File: src/rtl/eat_event_generator.sv
// Turns player/object pixel overlaps into per-level "eaten" masks and a spaced
// train of single-cycle score pulses, gold first, issued after each frame commit.
module eat_event_generator #(
  parameter int NUM_GOLD    = 8,
  parameter int NUM_DIAMOND = 16,
  parameter int IDX_W       = 4,
  parameter int CNT_W       = 5
) (
  input  logic                   clk,
  input  logic                   resetN,
  input  logic                   startOfFrame,
  input  logic                   levelRestart,
  input  logic                   playerDR,
  input  logic                   goldDR,
  input  logic [IDX_W-1:0]       goldIdx,
  input  logic                   diamondDR,
  input  logic [IDX_W-1:0]       diamondIdx,
  output logic                   player_eat_gold,
  output logic                   player_eat_dimond,
  output logic [NUM_GOLD-1:0]    gold_eaten_mask,
  output logic [NUM_DIAMOND-1:0] diamond_eaten_mask,
  output logic                   all_diamonds_eaten
);

  localparam int SUM_W = CNT_W + 8;
  localparam logic [CNT_W-1:0] CNT_MAX = '1;

  typedef enum logic [2:0] {IDLE, GOLD, GAP_G, DIAM, GAP_D} state_t;

  state_t                 state;
  logic [NUM_GOLD-1:0]    gold_pend;
  logic [NUM_DIAMOND-1:0] diam_pend;
  logic [NUM_GOLD-1:0]    gold_hit;
  logic [NUM_DIAMOND-1:0] diam_hit;
  logic [CNT_W-1:0]       gold_cnt;
  logic [CNT_W-1:0]       diam_cnt;
  logic [CNT_W-1:0]       gold_cnt_next;
  logic [CNT_W-1:0]       diam_cnt_next;
  logic [SUM_W-1:0]       gold_add;
  logic [SUM_W-1:0]       diam_add;

  // Out-of-range indices simply match no decoder bit. An object already pending
  // in the commit cycle is not re-armed, so it cannot be counted twice.
  genvar gi;
  generate
    for (gi = 0; gi < NUM_GOLD; gi++) begin : g_gold_hit
      assign gold_hit[gi] = playerDR && goldDR && (goldIdx == IDX_W'(gi)) &&
                            !gold_eaten_mask[gi] && !(startOfFrame && gold_pend[gi]);
    end
    for (gi = 0; gi < NUM_DIAMOND; gi++) begin : g_diam_hit
      assign diam_hit[gi] = playerDR && diamondDR && (diamondIdx == IDX_W'(gi)) &&
                            !diamond_eaten_mask[gi] && !(startOfFrame && diam_pend[gi]);
    end
  endgenerate

  function automatic logic [CNT_W-1:0] next_count(input logic [CNT_W-1:0] cnt,
                                                  input logic [SUM_W-1:0] add,
                                                  input logic             dec);
    logic [SUM_W-1:0] sum;
    begin
      sum = SUM_W'(cnt) + add - SUM_W'(dec);
      next_count = (sum > SUM_W'(CNT_MAX)) ? CNT_MAX : sum[CNT_W-1:0];
    end
  endfunction

  assign gold_add      = startOfFrame ? SUM_W'($countones(gold_pend)) : '0;
  assign diam_add      = startOfFrame ? SUM_W'($countones(diam_pend)) : '0;
  assign gold_cnt_next = next_count(gold_cnt, gold_add, state == GOLD);
  assign diam_cnt_next = next_count(diam_cnt, diam_add, state == DIAM);

  always_ff @(posedge clk or negedge resetN) begin
    if (!resetN) begin
      gold_pend          <= '0;
      diam_pend          <= '0;
      gold_eaten_mask    <= '0;
      diamond_eaten_mask <= '0;
      all_diamonds_eaten <= 1'b0;
    end else if (levelRestart) begin
      gold_pend          <= '0;
      diam_pend          <= '0;
      gold_eaten_mask    <= '0;
      diamond_eaten_mask <= '0;
      all_diamonds_eaten <= 1'b0;
    end else begin
      if (startOfFrame) begin
        gold_eaten_mask    <= gold_eaten_mask | gold_pend;
        diamond_eaten_mask <= diamond_eaten_mask | diam_pend;
        gold_pend          <= gold_hit;
        diam_pend          <= diam_hit;
      end else begin
        gold_pend <= gold_pend | gold_hit;
        diam_pend <= diam_pend | diam_hit;
      end
      all_diamonds_eaten <= &diamond_eaten_mask;
    end
  end

  // Pulses are registered alongside the state so each lasts exactly one cycle
  // and a gap state always separates two of them.
  always_ff @(posedge clk or negedge resetN) begin
    if (!resetN) begin
      state             <= IDLE;
      gold_cnt          <= '0;
      diam_cnt          <= '0;
      player_eat_gold   <= 1'b0;
      player_eat_dimond <= 1'b0;
    end else if (levelRestart) begin
      state             <= IDLE;
      gold_cnt          <= '0;
      diam_cnt          <= '0;
      player_eat_gold   <= 1'b0;
      player_eat_dimond <= 1'b0;
    end else begin
      gold_cnt          <= gold_cnt_next;
      diam_cnt          <= diam_cnt_next;
      player_eat_gold   <= 1'b0;
      player_eat_dimond <= 1'b0;
      unique case (state)
        IDLE, GAP_G: begin
          if (gold_cnt != '0) begin
            state           <= GOLD;
            player_eat_gold <= 1'b1;
          end else if (diam_cnt != '0) begin
            state             <= DIAM;
            player_eat_dimond <= 1'b1;
          end else begin
            state <= IDLE;
          end
        end
        GAP_D: begin
          if (diam_cnt != '0) begin
            state             <= DIAM;
            player_eat_dimond <= 1'b1;
          end else if (gold_cnt != '0) begin
            state           <= GOLD;
            player_eat_gold <= 1'b1;
          end else begin
            state <= IDLE;
          end
        end
        GOLD:    state <= GAP_G;
        DIAM:    state <= GAP_D;
        default: state <= IDLE;
      endcase
    end
  end

endmodule

File: config.mk
export PLATFORM = sky130hd
export DESIGN_NAME = eat_event_generator
export DESIGN_NICKNAME = d
export VERILOG_FILES = /design/src/rtl/eat_event_generator.sv
export SDC_FILE = /design/constraint.sdc
export NUM_CORES = 1
export LEC_CHECK = 0
export BUFFER_PORTS_ARGS = -buffer_cell sky130_fd_sc_hd__clkbuf_2
export CORE_AREA = 2 2 108 110
export CTS_BUF_LIST = sky130_fd_sc_hd__clkbuf_4
export DETAILED_ROUTE_END_ITERATION = 16
export DIE_AREA = 0 0 110 112
export PLACE_DENSITY = 0.64
export SLEW_MARGIN = 10
export SYNTH_ARGS = -nofsm -noshare
export SYNTH_HDL_FRONTEND = slang
export SYNTH_SLANG_ARGS = --single-unit
File: constraint.sdc
create_clock -name clk -period 7.1 [get_ports clk]
set_input_delay 0.355 -clock clk [delete_from_list [all_inputs] [get_ports clk]]
set_output_delay 0.355 -clock clk [all_outputs]
set_load 0.01 [all_outputs]
==> impl_results.rst <==
.. list-table::
   :header-rows: 1

   * - Metric
     - Value
   * - Result of the run
     - complete, no violations
   * - Total clock buffers created by CTS
     - 9
   * - Clock Pin Slew Worst Setup and Hold Paths
     - 120 ps
   * - DRT antenna net count
     - 0
   * - Row cnt
     - 39
   * - Root cell of the clock tree
     - clkbuf_4
   * - Data required time at the worst endpoint
     - 7430 ps
   * - Count of mapped cells out of synthesis
     - 408
   * - Number of failing hold endpoints at the final stage
     - 0
   * - Standby leakage power
     - 0.00214 uW
   * - Total Nets Final
     - 508
   * - Number of I/O port buffers
     - 41
   * - Startpoint of the worst register-to-register path
     - diam_pend[0]
   * - Clk buf depth
     - 2
   * - Core Box Area
     - 11200 sq um
   * - Number of iterations in the first detailed-routing pass
     - 4
   * - Final Setup Violations
     - 0
   * - Classification of the worst setup path
     - register to register
   * - Total routing resource utilization after global routing
     - 0.152
   * - Share of the yosys chip area belonging to registers
     - 0.417
   * - Number of diodes
     - 0
   * - Die area
     - 12300 sq um
   * - Post-detailed-routing wire length
     - 8.57 mm
   * - Post-Synth XOR/XNOR Area
     - 0.0205
   * - Number of maximum-capacitance constraint violations
     - 0
   * - Worst-path fanout max
     - 4
   * - H-tree level count
     - 3
   * - Pwr Density
     - 265 nW/um^2
   * - Fin crit share
     - 0.737
   * - Top post-synthesis cells by count
     - 65 x inv_1, 64 x dfrtp_1, 51 x nor2_1, 48 x a21oi_1, 28 x ha_1
   * - Max Fclk
     - 191 MHz
   * - Power share of the clock group
     - 0.214
   * - Area leader, netlist
     - dfrtp_1
   * - Simple-gate area share of the yosys netlist
     - 0.172
   * - Unrepaired setup endpoints after global routing
     - false
   * - Final count of pins violating max slew
     - 0
   * - Synthesized flop and latch total
     - 64
   * - Mux share of post-synthesis cell area
     - 0.00554
   * - Grt total ovfl
     - 0
   * - Layout cell share with drive strength beyond 1
     - 0.137
   * - Number of warnings reported in the yosys synthesis log
     - 0
   * - Switch share
     - 0.381
   * - # IOs
     - 42
   * - Avg Synthesized Cell Area
     - 9.40 sq um
   * - Largest family of logic cells by synthesized area
     - adder cells
   * - Die Wd
     - 110 um
   * - TritonCTS Sinks
     - 64
   * - Overall die height
     - 112 um
   * - Worst slack after detailed placement
     - 1880 ps
   * - Maximum number of pins on one net before global-route repair
     - 65
   * - Starting DRC count in detailed routing
     - 154
   * - Post-Synthesis Net Count
     - 467
   * - Multi-input gate area in the final layout
     - 1940 sq um
   * - WL/cell
     - 14.4 um
   * - HPWL Detailed
     - 6.26 mm
   * - Start point of the critical path
     - diam_pend[0]
   * - Worst-skew pair later-pin latency
     - 420 ps
   * - Count of hold-fix buffers inserted at cts
     - 0
   * - DRC viols
     - 0
   * - Startpoint Class
     - register
   * - Combinational cell fraction of total power
     - 0.421
   * - Number of global-route vias before repair
     - 3020
   * - Share of Yosys cell area claimed by the top area cell type
     - 0.417
   * - Internal Pwr Total
     - 706 uW
   * - Layout area overhead
     - 12.5%
   * - Post-CTS repair timing setup buffer count
     - 0
   * - Initial Utilization
     - 0.343
   * - Type of element capturing the critical path
     - register
   * - Routability congestion estimate from global placement
     - 0.828
   * - Clk_skew
     - 15.9 ps
   * - Switching power summed over all nets
     - 435 uW
   * - Setup WS post-layout
     - 1870 ps
   * - Post-synth top flop
     - dfrtp_1
   * - Vias per cell
     - 5.12
   * - Tightest slew margin relative to the limit
     - 0.440
   * - Part of the total power dissipated in sequential elements
     - 0.365
   * - Type of the worst min-delay path
     - input port to asynchronous set/reset pin
   * - Count of unique library cells instantiated by Yosys
     - 42
   * - Post-synthesis adder-cell area fraction
     - 0.175
   * - Post-route setup TNS
     - 0 ps
   * - Post-synth design cell area
     - 3840 sq um
   * - Total of cells resized after clock tree synthesis
     - 0
   * - CTS tree
     - done
   * - Data arrival time of the critical path
     - 5570 ps
   * - Synth top area cells
     - dfrtp_1 42%, ha_1 9.1%, fa_1 8.3%
   * - Compound-Gate Fraction of Synth Area
     - 0.134
   * - Slew at the pin closest to its max-slew limit
     - 839 ps
   * - Shortest clock period the worst path allows after layout
     - 5230 ps
   * - Initial antenna violation count
     - 0
   * - Number of inserted filler cells in the final layout
     - 1109
   * - Synth async-reset ratio
     - 1.00
   * - Vias after detailed routing
     - 3054
   * - Register area
     - 1600 sq um
   * - Global-route wire length before repair
     - 14.6 mm
   * - Post-synth EDFFs
     - 0
   * - Top-count cell post-synth
     - inv_1
   * - Worst-case vdd ir drop
     - 0.109 mV
## worst paths after layout
kind,end,slack (ps),cells past startpoint
max,diam_cnt[3],1870,17
min,diamond_eaten_mask[8],90,2
max reg2reg,diam_cnt[3],1870,17
min reg2reg,gold_eaten_mask[4],540,2
max in group asynchronous,gold_cnt[4],6460,2
min in group clk,diam_pend[0],330,4
## routing by layer
| metal | track usage | vias to the layer above | part of all wire |
|---|---|---|---|
| met2 | 0.243 | 75 | 0.49 |
| li1 | - | 1480 | - |
| met4 | 0.0422 | 0 | 0.012 |
| met3 | 0.0439 | 9 | 0.049 |
| met5 | 0 | - | 0 |
| met1 | 0.200 | 1490 | 0.45 |
## cells in the final DEF, fill, tap and decap left out, types with 2 or more instances in the layout
cell type and count:
fa_1 16, dfrtp_1 64, nor4_1 13, inv_1 65
clkinv_2 3, clkbuf_4 9, nor2_1 51, and3_1 5
nand4_1 4, or4_1 5, nand2b_1 8, nand3_1 6
ha_1 28, a41oi_1 6, clkbuf_2 40, a22oi_1 4
nand4b_1 3, xor2_1 5, o41ai_1 2, nor4b_1 4
a21o_1 8, nand2_1 18, a21oi_1 48, xnor2_1 4
a31oi_1 4, nor3_1 6, buf_4 2, o21ai_0 2
## stage by stage
stage                util  total power (uW)  area [sq um]  hold slack [ps]  cells
floorplan               -               799          3840             59.4    408
global placement    0.375               887          4190              500    581
detailed placement  0.375               904          4190              510    581
CTS                 0.386              1150          4320              107    596
global route        0.386              1250          4320              151    596
finish              0.386              1140          4320             87.7    596
## final cells by class
| cell class | instances | area share |
|---|---|---|
| Multi-Input combinational cell | 266 | 0.450 |
| Sequential cell | 64 | 0.371 |
| Inverter | 65 | 0.0565 |
| Timing Repair Buffer | 43 | 0.0510 |
| Tap cell | 143 | 0.0415 |
| Clock buffer | 9 | 0.0157 |
| Clock inverter | 6 | 0.0142 |
## registers in the layout, indices dropped and copies added, names as in the netlist
register / count
all_diamonds_eaten: 1
diam_cnt: 5
diam_pend: 16
diamond_eaten_mask: 16
gold_cnt: 5
gold_eaten_mask: 8
gold_pend: 8
player_eat_dimond: 1
player_eat_gold: 1
state: 3
## cells by family (layout without fill, tap and decap cells)
| group | after synthesis | count (layout) |
|---|---|---|
| AO/OA/AOI/OAI | 82 | 82 |
| flip-flops | 64 | 64 |
| XOR/XNOR | 9 | 9 |
| AND/OR/NAND/NOR | 129 | 129 |
| multiplexers | 2 | 2 |
| adder cells (fa/ha/maj) | 44 | 44 |
| buffers and inverters | 78 | 123 |
## power by group through the flow
stage,Combinational [uW],Clock (uW),Sequential [uW]
floorplan,379,0,420
global placement,464,0,424
detailed placement,479,0,425
CTS,481,253,418
global route,554,270,422
finish,481,244,417
## critical path, stage by stage (launching register included)
cell and delay [ps]:
dfrtp_1 410, inv_1 70, fa_1 560, fa_1 440, fa_1 480, fa_1 490, inv_1 40, ha_1 200
fa_1 410, xor2_1 150, nand2_1 70, ha_1 320, inv_1 40, ha_1 340, and3_1 190, a221oi_2 360
mux2_2 380, a41oi_1 190
No activity file was read; power rests on OpenSTA's default activity.
